### src/rtl/sdio_slot_mux_if.sv
// Wishbone control port of the SDIO slot multiplexer (single 32-bit register).
interface sdio_slot_mux_if;
    logic        i_wb_cyc;
    logic        i_wb_stb;
    logic        i_wb_we;
    logic [31:0] i_wb_data;
    logic [3:0]  i_wb_sel;
    logic        o_wb_stall;
    logic        o_wb_ack;
    logic [31:0] o_wb_data;

    modport slave (
        input  i_wb_cyc, i_wb_stb, i_wb_we, i_wb_data, i_wb_sel,
        output o_wb_stall, o_wb_ack, o_wb_data
    );

    modport master (
        output i_wb_cyc, i_wb_stb, i_wb_we, i_wb_data, i_wb_sel,
        input  o_wb_stall, o_wb_ack, o_wb_data
    );
endinterface

### src/rtl/sdio_slot_mux.sv
// Steers one SDIO controller onto one of NSLOT card sockets, switching only
// after a bus-idle guard period, and debounces per-slot card-detect lines.
module sdio_slot_mux #(
    parameter int unsigned NSLOT      = 2,
    parameter int unsigned LGDEBOUNCE = 16,
    parameter int unsigned GUARD      = 8
) (
    input  logic                  i_clk,
    input  logic                  i_reset,
    sdio_slot_mux_if.slave        wb,
    input  logic [7:0]            i_sdclk,
    input  logic                  i_cmd_en,
    input  logic                  i_pp_cmd,
    input  logic [1:0]            i_cmd_data,
    input  logic                  i_data_en,
    input  logic                  i_pp_data,
    input  logic [31:0]           i_tx_data,
    output logic [1:0]            o_cmd_strb,
    output logic [1:0]            o_cmd_data,
    output logic                  o_card_busy,
    output logic [1:0]            o_rx_strb,
    output logic [15:0]           o_rx_data,
    output logic                  o_card_detect,
    output logic                  o_int,
    output logic [8*NSLOT-1:0]    o_slot_sdclk,
    output logic [NSLOT-1:0]      o_slot_cmd_en,
    output logic [NSLOT-1:0]      o_slot_data_en,
    output logic                  o_slot_pp_cmd,
    output logic                  o_slot_pp_data,
    output logic [1:0]            o_slot_cmd_data,
    output logic [31:0]           o_slot_tx_data,
    input  logic [2*NSLOT-1:0]    i_slot_cmd_strb,
    input  logic [2*NSLOT-1:0]    i_slot_cmd_data,
    input  logic [NSLOT-1:0]      i_slot_busy,
    input  logic [2*NSLOT-1:0]    i_slot_rx_strb,
    input  logic [16*NSLOT-1:0]   i_slot_rx_data,
    input  logic [NSLOT-1:0]      i_slot_detect
);

    localparam int unsigned CW = ($clog2(GUARD + 1) > 1) ? $clog2(GUARD + 1) : 1;

    typedef enum logic [1:0] {S_IDLE, S_DRAIN, S_SWITCH} state_t;

    state_t                r_state;
    logic [2:0]            r_active;
    logic [2:0]            r_target;
    logic [CW-1:0]         r_idle_cnt;
    logic [NSLOT-1:0]      r_present;
    logic [NSLOT-1:0]      r_chg;
    logic [NSLOT-1:0]      r_ien;
    logic [NSLOT-1:0]      r_sync1;
    logic [NSLOT-1:0]      r_sync2;
    logic [LGDEBOUNCE-1:0] r_db_cnt [NSLOT];
    logic                  r_ack;
    logic                  r_int;
    logic [31:0]           r_rdata;

    logic                  w_req;
    logic                  w_wr;
    logic                  w_blank;
    logic                  w_busy_act;
    logic                  w_bus_idle;
    logic [NSLOT-1:0]      w_sat;
    logic [NSLOT-1:0]      w_clr;
    logic [31:0]           w_reg;
    logic                  w_unused;

    assign w_req    = wb.i_wb_cyc & wb.i_wb_stb;
    assign w_wr     = w_req & wb.i_wb_we;
    assign w_blank  = (r_state == S_SWITCH);
    assign w_clr    = (w_wr && wb.i_wb_sel[2]) ? wb.i_wb_data[16 +: NSLOT] : '0;
    assign w_unused = ^{wb.i_wb_sel[1], wb.i_wb_data};

    assign wb.o_wb_stall = 1'b0;
    assign wb.o_wb_ack   = r_ack;
    assign wb.o_wb_data  = r_rdata;
    assign o_int         = r_int;

    assign o_slot_pp_cmd   = i_pp_cmd;
    assign o_slot_pp_data  = i_pp_data;
    assign o_slot_cmd_data = i_cmd_data;
    assign o_slot_tx_data  = i_tx_data;

    assign w_reg = {8'(r_ien), 8'(r_chg), 8'(r_present), 1'b0, r_target,
                    (r_state != S_IDLE), r_active};

    // Forward/return steering on the registered active slot; blanked during SWITCH
    always_comb begin
        o_slot_sdclk   = '0;
        o_slot_cmd_en  = '0;
        o_slot_data_en = '0;
        o_cmd_strb     = '0;
        o_cmd_data     = '0;
        o_card_busy    = 1'b0;
        o_rx_strb      = '0;
        o_rx_data      = '0;
        o_card_detect  = 1'b0;
        w_busy_act     = 1'b0;
        for (int k = 0; k < NSLOT; k++) begin
            if (r_active == 3'(k)) begin
                w_busy_act    = i_slot_busy[k];
                o_card_detect = r_present[k];
                if (!w_blank) begin
                    o_slot_sdclk[8*k +: 8] = i_sdclk;
                    o_slot_cmd_en[k]       = i_cmd_en;
                    o_slot_data_en[k]      = i_data_en;
                    o_cmd_strb             = i_slot_cmd_strb[2*k +: 2];
                    o_cmd_data             = i_slot_cmd_data[2*k +: 2];
                    o_card_busy            = i_slot_busy[k];
                    o_rx_strb              = i_slot_rx_strb[2*k +: 2];
                    o_rx_data              = i_slot_rx_data[16*k +: 16];
                end
            end
        end
    end

    assign w_bus_idle = !i_cmd_en && !i_data_en && !w_busy_act;

    // Debounce counter saturation: the synchronized level has held long enough
    always_comb begin
        w_sat = '0;
        for (int k = 0; k < NSLOT; k++) begin
            w_sat[k] = (r_sync2[k] != r_present[k]) && (&r_db_cnt[k]);
        end
    end

    // Slot switch state machine with idle guard counter
    always_ff @(posedge i_clk) begin
        if (i_reset) begin
            r_state    <= S_IDLE;
            r_active   <= '0;
            r_idle_cnt <= '0;
        end else begin
            case (r_state)
                S_IDLE: begin
                    if (r_target != r_active) begin
                        r_state    <= S_DRAIN;
                        r_idle_cnt <= '0;
                    end
                end
                S_DRAIN: begin
                    if (r_target == r_active) begin
                        r_state <= S_IDLE;
                    end else if (!w_bus_idle) begin
                        r_idle_cnt <= '0;
                    end else if (32'(r_idle_cnt) + 32'd1 >= GUARD) begin
                        r_state <= S_SWITCH;
                    end else begin
                        r_idle_cnt <= r_idle_cnt + CW'(1);
                    end
                end
                S_SWITCH: begin
                    r_active <= r_target;
                    r_state  <= S_IDLE;
                end
                default: r_state <= S_IDLE;
            endcase
        end
    end

    // Wishbone register access: one-cycle ack, registered read data
    always_ff @(posedge i_clk) begin
        if (i_reset) begin
            r_ack    <= 1'b0;
            r_rdata  <= '0;
            r_target <= '0;
            r_ien    <= '0;
        end else begin
            r_ack <= w_req;
            if (w_req) begin
                r_rdata <= w_reg;
            end
            if (w_wr) begin
                if (wb.i_wb_sel[0] && (32'(wb.i_wb_data[2:0]) < NSLOT)) begin
                    r_target <= wb.i_wb_data[2:0];
                end
                if (wb.i_wb_sel[3]) begin
                    r_ien <= wb.i_wb_data[24 +: NSLOT];
                end
            end
        end
    end

    // Card-detect synchronizers, debounce counters, change flags and interrupt
    always_ff @(posedge i_clk) begin
        if (i_reset) begin
            r_sync1   <= '0;
            r_sync2   <= '0;
            r_present <= '0;
            r_chg     <= '0;
            r_int     <= 1'b0;
            for (int k = 0; k < NSLOT; k++) begin
                r_db_cnt[k] <= '0;
            end
        end else begin
            r_sync1 <= i_slot_detect;
            r_sync2 <= r_sync1;
            for (int k = 0; k < NSLOT; k++) begin
                if (r_sync2[k] == r_present[k]) begin
                    r_db_cnt[k] <= '0;
                end else if (w_sat[k]) begin
                    r_present[k] <= ~r_present[k];
                    r_db_cnt[k]  <= '0;
                end else begin
                    r_db_cnt[k] <= r_db_cnt[k] + LGDEBOUNCE'(1);
                end
            end
            // Hardware set wins over a same-cycle write-1-to-clear
            r_chg <= (r_chg & ~w_clr) | w_sat;
            r_int <= |(r_chg & r_ien);
        end
    end

endmodule

### src/flat_wrapper.sv
// flat-port wrapper written by rule: the top's interface ports become plain ports
module sdio_slot_mux_flat 
#(
    parameter int unsigned NSLOT      = 2,
    parameter int unsigned LGDEBOUNCE = 16,
    parameter int unsigned GUARD      = 8
)
  (i_clk, i_reset, i_sdclk, i_cmd_en, i_pp_cmd, i_cmd_data, i_data_en, i_pp_data, i_tx_data, o_cmd_strb, o_cmd_data, o_card_busy, o_rx_strb, o_rx_data, o_card_detect, o_int, o_slot_sdclk, o_slot_cmd_en, o_slot_data_en, o_slot_pp_cmd, o_slot_pp_data, o_slot_cmd_data, o_slot_tx_data, i_slot_cmd_strb, i_slot_cmd_data, i_slot_busy, i_slot_rx_strb, i_slot_rx_data, i_slot_detect, wb_i_wb_cyc, wb_i_wb_stb, wb_i_wb_we, wb_i_wb_data, wb_i_wb_sel, wb_o_wb_stall, wb_o_wb_ack, wb_o_wb_data);
  sdio_slot_mux_if wb_i ();
  input  logic i_clk;
  input  logic i_reset;
  input  logic [7:0] i_sdclk;
  input  logic i_cmd_en;
  input  logic i_pp_cmd;
  input  logic [1:0] i_cmd_data;
  input  logic i_data_en;
  input  logic i_pp_data;
  input  logic [31:0] i_tx_data;
  output logic [1:0] o_cmd_strb;
  output logic [1:0] o_cmd_data;
  output logic o_card_busy;
  output logic [1:0] o_rx_strb;
  output logic [15:0] o_rx_data;
  output logic o_card_detect;
  output logic o_int;
  output logic [8*NSLOT-1:0] o_slot_sdclk;
  output logic [NSLOT-1:0] o_slot_cmd_en;
  output logic [NSLOT-1:0] o_slot_data_en;
  output logic o_slot_pp_cmd;
  output logic o_slot_pp_data;
  output logic [1:0] o_slot_cmd_data;
  output logic [31:0] o_slot_tx_data;
  input  logic [2*NSLOT-1:0] i_slot_cmd_strb;
  input  logic [2*NSLOT-1:0] i_slot_cmd_data;
  input  logic [NSLOT-1:0] i_slot_busy;
  input  logic [2*NSLOT-1:0] i_slot_rx_strb;
  input  logic [16*NSLOT-1:0] i_slot_rx_data;
  input  logic [NSLOT-1:0] i_slot_detect;
  input wire logic [$bits(wb_i.i_wb_cyc)-1:0] wb_i_wb_cyc;
  input wire logic [$bits(wb_i.i_wb_stb)-1:0] wb_i_wb_stb;
  input wire logic [$bits(wb_i.i_wb_we)-1:0] wb_i_wb_we;
  input wire logic [$bits(wb_i.i_wb_data)-1:0] wb_i_wb_data;
  input wire logic [$bits(wb_i.i_wb_sel)-1:0] wb_i_wb_sel;
  output wire logic [$bits(wb_i.o_wb_stall)-1:0] wb_o_wb_stall;
  output wire logic [$bits(wb_i.o_wb_ack)-1:0] wb_o_wb_ack;
  output wire logic [$bits(wb_i.o_wb_data)-1:0] wb_o_wb_data;
  assign wb_i.i_wb_cyc = wb_i_wb_cyc;
  assign wb_i.i_wb_stb = wb_i_wb_stb;
  assign wb_i.i_wb_we = wb_i_wb_we;
  assign wb_i.i_wb_data = wb_i_wb_data;
  assign wb_i.i_wb_sel = wb_i_wb_sel;
  assign wb_o_wb_stall = wb_i.o_wb_stall;
  assign wb_o_wb_ack = wb_i.o_wb_ack;
  assign wb_o_wb_data = wb_i.o_wb_data;
  sdio_slot_mux #(.NSLOT(NSLOT), .LGDEBOUNCE(LGDEBOUNCE), .GUARD(GUARD)) u_core (.i_clk(i_clk), .i_reset(i_reset), .wb(wb_i), .i_sdclk(i_sdclk), .i_cmd_en(i_cmd_en), .i_pp_cmd(i_pp_cmd), .i_cmd_data(i_cmd_data), .i_data_en(i_data_en), .i_pp_data(i_pp_data), .i_tx_data(i_tx_data), .o_cmd_strb(o_cmd_strb), .o_cmd_data(o_cmd_data), .o_card_busy(o_card_busy), .o_rx_strb(o_rx_strb), .o_rx_data(o_rx_data), .o_card_detect(o_card_detect), .o_int(o_int), .o_slot_sdclk(o_slot_sdclk), .o_slot_cmd_en(o_slot_cmd_en), .o_slot_data_en(o_slot_data_en), .o_slot_pp_cmd(o_slot_pp_cmd), .o_slot_pp_data(o_slot_pp_data), .o_slot_cmd_data(o_slot_cmd_data), .o_slot_tx_data(o_slot_tx_data), .i_slot_cmd_strb(i_slot_cmd_strb), .i_slot_cmd_data(i_slot_cmd_data), .i_slot_busy(i_slot_busy), .i_slot_rx_strb(i_slot_rx_strb), .i_slot_rx_data(i_slot_rx_data), .i_slot_detect(i_slot_detect));
endmodule
### config.mk
export PLATFORM = sky130hd
export DESIGN_NAME = sdio_slot_mux_flat
export DESIGN_NICKNAME = d
export VERILOG_FILES = /design/src/rtl/sdio_slot_mux_if.sv /design/src/rtl/sdio_slot_mux.sv /design/src/flat_wrapper.sv
export SDC_FILE = /design/constraint.sdc
export NUM_CORES = 1
export LEC_CHECK = 0
export BUFFER_PORTS_ARGS = -buffer_cell sky130_fd_sc_hd__buf_2
export CAP_MARGIN = 20
export CELL_PAD_IN_SITES_DETAIL_PLACEMENT = 2
export CELL_PAD_IN_SITES_GLOBAL_PLACEMENT = 2
export CORE_ASPECT_RATIO = 0.7
export CORE_MARGIN = 2
export CORE_UTILIZATION = 24
export DETAILED_ROUTE_END_ITERATION = 10
export PLACE_DENSITY = 0.95
export SLEW_MARGIN = 20
export SYNTH_ARGS = -nofsm -noshare
export SYNTH_HDL_FRONTEND = slang
export SYNTH_SLANG_ARGS = --single-unit
### constraint.sdc
create_clock -name i_clk -period 3.1 [get_ports i_clk]
set_clock_uncertainty 0.15 [all_clocks]
set_input_delay 0.465 -clock i_clk [delete_from_list [all_inputs] [get_ports i_clk]]
set_output_delay 0.465 -clock i_clk [all_outputs]
set_load 0.01 [all_outputs]
# --- Word-level counts from Yosys, hierarchy flattened ---
# Memories as Yosys holds them, arrays and structs flattened.
# Index checks and enable logic that the tools add are counted.
word_totals:
  reg_bits: 37
  memories: 1
  ramBits: 32
  word_cells: 146
classes:
  n_mux: 74
  reduce_logical: 22
  n_lt_le_gt_ge: 2
  addsub: 4
  eq_ne: 14
  bitwise_logic: 16
mem_list:
  columns: ["name", "depth", "width", "rd", "rd_clocked_by_memory_dff", "write_ports", "line_no", "rtl"]
  rows:
  - ["u_core.r_db_cnt", 2, 16, 2, 0, 2, "sdio_slot_mux.sv:53", "logic [LGDEBOUNCE-1:0] r_db_cnt [NSLOT];"]
ops:
  columns: ["cell", "n"]
  rows:
  - ["$mux 16", 10]
  - ["$mux 1", 38]
  - ["$mux 2", 17]
  - ["$add 16x1->16 const B", 2]
  - ["$ge 32x4->1 const B", 1]
  - ["$reduce_and 16->1", 2]
  - ["$mux 8", 3]
  - ["$mux 4", 4]
  - ["$pmux 4 s2", 1]
  - ["$reduce_and 2->1", 4]
  - ["$logic_and 1x1->1", 6]
  - ["$ne 3x1->1 const B", 2]
  - ["$or 1x1->1", 6]
  - ["$add 4x1->5 const B", 1]
  - ["$add 4x1->4 const B", 1]
  - ["$and 2x2->2", 2]
  - ["$not 1->1", 4]
  - ["$pmux 2 s2", 1]
  - ["$reduce_and 4->1", 1]
  - ["$reduce_bool 2->1", 2]
  - ["$eq 3x1->1 const B", 1]
  - ["$eq 3x3->1", 1]
  - ["$logic_not 1->1", 3]
  - ["$logic_not 3->1", 1]
  - ["15 further kinds", 18]

# --- Longest topological paths before layout ---
# An unclocked memory read counts as a cell.
depth:
  depth_word: 9
  ltp_mapped: 8

# --- Worst setup path before layout ---
# Ideal clock, no wire load.
synth_path:
  kind: "reg-to-output"
  startpoint: "register u_core.r_active[1]"
  endpoint: "output o_rx_data[10]"
  t_arrival_ns: 1.421
  path_stages_with_launch: 7
  path_slack_ns: 1.064
  path_cell_list: "dfxtp_1 > nor2_1 > and2_1 > clkbuf_1 > clkbuf_1 > a22oi_1 > nor2_1"
synth_via:
  elab_chain_cells: 4
  elab_cells_between_ends: 5
  classes_between: "1 x eq/ne; 3 x mux; 1 x reduce/logical"
synth_rtl:
  columns: ["element", "line_no", "rtl"]
  rows:
  - ["start, declared", "sdio_slot_mux.sv:45", "logic [2:0] r_active;"]
  - ["start signal, assigned", "sdio_slot_mux.sv:153", "r_active <= r_target;"]
  - ["$logic_not 3->1", "sdio_slot_mux.sv:100", "if (r_active == 3'(k)) begin"]
  - ["$mux 16", "sdio_slot_mux.sv:100", null]
  - ["$mux 16", "sdio_slot_mux.sv:103", "if (!w_blank) begin"]
  - ["$mux 16 (*)", "sdio_slot_mux.sv:100", null]
  - ["end, declared", "flat_wrapper.sv:23", "output logic [15:0] o_rx_data;"]
# Every way passes the cells marked *; elsewhere a longest branch is shown, timed or not.

# --- Worst setup path in the final report ---
layout_path:
  startpoint: "register u_core.r_active[2]"
  endpoint: "output o_card_detect"
layout_via:
  elab_chain_cells: 3
  elab_cells_between_ends: 4
  classes_between: "1 x eq/ne; 2 x mux; 1 x reduce/logical"
layout_rtl:
  columns: ["element", "line_no", "rtl"]
  rows:
  - ["$logic_not 3->1", "sdio_slot_mux.sv:100", null]
  - ["$mux 1", "sdio_slot_mux.sv:100", null]
  - ["$mux 1 (*)", "sdio_slot_mux.sv:100", null]
  - ["end, declared", "flat_wrapper.sv:24", "output logic o_card_detect;"]
# Marked as above.

==> qor.csv <==
stage,metric,value,unit
sta,RSZ-0062 raised after global routing,false,
outcome,run status,finished clean,
worst_setup_path,Critical Path AT,1930,ps
cts,H-tree Lvls,3,
floorplan,core area,0.0162,mm^2
logic_synthesis,Post-Synth Simple-Gate Area,24.0,%
logic_synthesis,largest family of logic cells by synthesized area,simple AND/OR/NAND/NOR gates,
sta,final setup margin,550,ps
route,Initial DRT Pass Iterations,4,
floorplan,Initial Util,24.3,%
logic_synthesis,syn avg cell area,8.59,um^2
sta,final slew viol count,0,
sta,Setup TNS,0,ps
logic_synthesis,"Warnings, synthesis",0,
route,Vias,3495,
sta,Tmin final,2550,ps
cts,Post-CTS Setup Bufs,0,
route,routed length per instance,14.9,um
route,wire length on met2,5.84,mm
logic_synthesis,"top cells by area, synth","edfxtp_1, dfxtp_1, buf_4",
logic_synthesis,register area share after synthesis,43.4,%
sta,actual slew at the worst max-slew pin,606,ps
worst_setup_path,Setup CP Type,reg2out,
logic_synthesis,number of flops mapped to enable cells by yosys,32,
logic_synthesis,xor/xnor cell area share of the yosys netlist,7.14,%
pwr,P per Cell Area,460,mW/mm^2
finish,post-route core utilization,30.3,%
sta,Slew HR,59.6,%
logic_synthesis,Yosys cell types,42,
route,top sig layer,met4,
finish,area delta synth->final,24.9,%
finish,Nets,715,
cts,CTS Buffer Depth,2,
pwr,Comb power frac,8.1,%
cts,clk sinks,69,
floorplan,DIE WIDTH,157,um
placement,Setup WS pre-CTS,861,ps
route,WL final,12.0,mm
flow_run,MaxCap Viol Count,0,
min_path,Hold/Removal Path Class,in2reg,
cts,clk slew on worst S/H paths,70,ps
pwr,Int Power,1.71,mW
logic_synthesis,Seq cells post-synth,69,
worst_setup_path,CP max FO,23,
global_route,vias in the first global route,3810,
cts,CTS Buf Count,9,
sta,final setup vio count,0,
route,Iteration-0 DRC Markers,154,
finish,number of fill cells in the layout,1897,
logic_synthesis,"Async S/R FF share, synth",0,%
global_route,largest net degree at the start of global routing,24,
floorplan,# rows,39,
pwr,Net Sw Frac,24.3,%
finish,share of cells above drive strength 1,27.7,%
pwr,clock network fraction of total power,47.7,%
floorplan,die height,111,um
global_route,initial antenna violation count,1,
floorplan,Die ar.,0.0174,mm^2
placement,Placed Instances,790,
logic_synthesis,ys flop type,dfxtp_1,
cts,# resized after CTS,0,
worst_setup_path,crit end category,output pin,
route,antenna-violating nets left,0,
route,Vias/cell,4.34,
sta,Tcrit/Tclk final,82.2,%
pwr,Peak VDD IR,0.306,mV
cts,TritonCTS clock tree,done,
sta,FMAX,0.392,GHz
global_route,Total GRT Usage,14.2,%
worst_setup_path,required time of the critical path,2480,ps
logic_synthesis,Synth Cell Area,0.00392,mm^2
worst_setup_path,CP Launch Type,flop,
pwr,P_sw,549,uW
placement,Area after DPL,0.00458,mm^2
route,metal3 WL,582,um
placement,DPL Wire Length,9.04,mm
pwr,sequential share of power,44.2,%
finish,"non-filler cells, final",806,
logic_synthesis,"count leader, synth",nor2_1,
route,final routed DRC violation total,0,
pwr,Lkg Pwr,2.17,nW
route,M1 wire length,5.35,mm
placement,GPL Wtd Cong,0.695,
logic_synthesis,post-synthesis mux area share,1.56,%
finish,register area,0.00170,mm^2
sta,Final Hold Viols,0,
logic_synthesis,Synth Area in Adders,1.28,%
logic_synthesis,instance count of the mapped netlist,457,
floorplan,I/O Pins,250,
global_route,grt ovf,0,
cts,worst-skew pair later-pin latency,340,ps
global_route,global-route wire length before repair,19.5,mm
finish,area of the multi-input gates,0.00189,mm^2
cts,Hold Buf Count CTS,0,
logic_synthesis,Post-synth top cells,"nor2_1, buf_4, nand2_1, dfxtp_1, edfxtp_1",
finish,ANT cells,0,
finish,Final Cell Area,0.00490,mm^2
cts,CTS Root Cell,clkbuf_16,
logic_synthesis,post-synthesis compound-gate area fraction,9.06,%
logic_synthesis,post-synth top area share,24.5,%
logic_synthesis,"area leader, netlist",edfxtp_1,
placement,I/O Buffers,131,
## placed cells by master, fill, tap and decap left out, types with 2 or more instances in the layout
master / instances
and4_1: 3
nand2_1: 53
inv_6: 4
xnor2_1: 12
xor2_1: 20
nor3b_1: 2
inv_1: 4
and3_1: 4
ha_1: 4
buf_4: 5
nor3_1: 6
conb_1: 52
nand3_1: 12
a21oi_1: 19
and2_1: 4
mux2i_1: 5
or2_2: 2
nand2b_1: 6
nor2b_1: 7
buf_2: 131
nor2_1: 90
edfxtp_1: 32
or3_1: 3
dfxtp_1: 37
o21ai_0: 3
clkbuf_16: 11
nand4_1: 9
a22oi_1: 24
## registers in the layout (all words and copies together), names as in the netlist
register	count
u_core.o_int	1
u_core.r_db_cnt	32
u_core.r_ien	2
u_core.wb.o_wb_data	13
u_core.r_active	3
u_core.r_state	2
u_core.r_target	3
u_core.r_chg	2
u_core.r_sync2	2
u_core.wb.o_wb_ack	1
u_core.r_sync1	2
u_core.r_idle_cnt	4
u_core.r_present	2
## per-layer routing
layer / global-route usage (%) / vias up
li1: - / 1673
met5: 0 / -
met1: 17.0 / 1711
met2: 24.9 / 96
met3: 3.83 / 15
met4: 3.79 / 0
## worst paths after layout
path | cells after the start | start | endpoint | slack [ps]
worst max register to register | 5 | u_core.r_db_cnt[1][7] | u_core.r_db_cnt[1][4] | 840
worst min register to register | 2 | u_core.wb.o_wb_data[0] | u_core.wb.o_wb_data[0] | 300
worst max-delay path | 5 | u_core.r_active[2] | o_card_detect | 550
worst min-delay path | 2 | i_slot_detect[1] | u_core.r_sync1[1] | 220
## power by group through the flow
| stage | Clock, mW | Sequential [mW] | Combinational (mW) |
|---|---|---|---|
| finish | 1.08 | 0.995 | 0.183 |
| global route | 1.14 | 0.998 | 0.205 |
| CTS | 1.10 | 0.995 | 0.183 |
| detailed placement | 0 | 1.01 | 0.181 |
| global placement | 0 | 1.01 | 0.174 |
| floorplan | 0 | 1.01 | 0.161 |
## cell type report
cell class / instances / area share [%]
tap: 225 / 5.75
inverter: 4 / 0.306
multi-input combinational: 356 / 38.6
timing repair buffer: 136 / 14.1
clock inverter: 5 / 0.843
clock buffer: 11 / 5.62
sequential: 69 / 34.7
## cells by family after synthesis
family	Yosys count
buffers and inverters	82
other	2
and+or+nand+nor	208
xor gates and xnor gates	32
DFF	69
AOI/OAI and AO/OA	54
adders and majority gates	4
muxes	6
## worst max-delay path: stages, from the launching register on
cell	delay [ps]
dfxtp_1	390
nor2_1	270
and2_1	180
buf_4	280
a22o_1	300
buf_2	170
## metrics by stage
| step | power [mW] | hold WS (ps) |
|---|---|---|
| final | 2.25 | 221 |
| after detailed placement | 1.20 | 297 |
| after CTS | 2.28 | 218 |
| after global routing | 2.35 | 217 |
| after floorplan | 1.17 | 264 |
| after global placement | 1.19 | 278 |
Note: power is estimated with default switching activity, not from simulation.
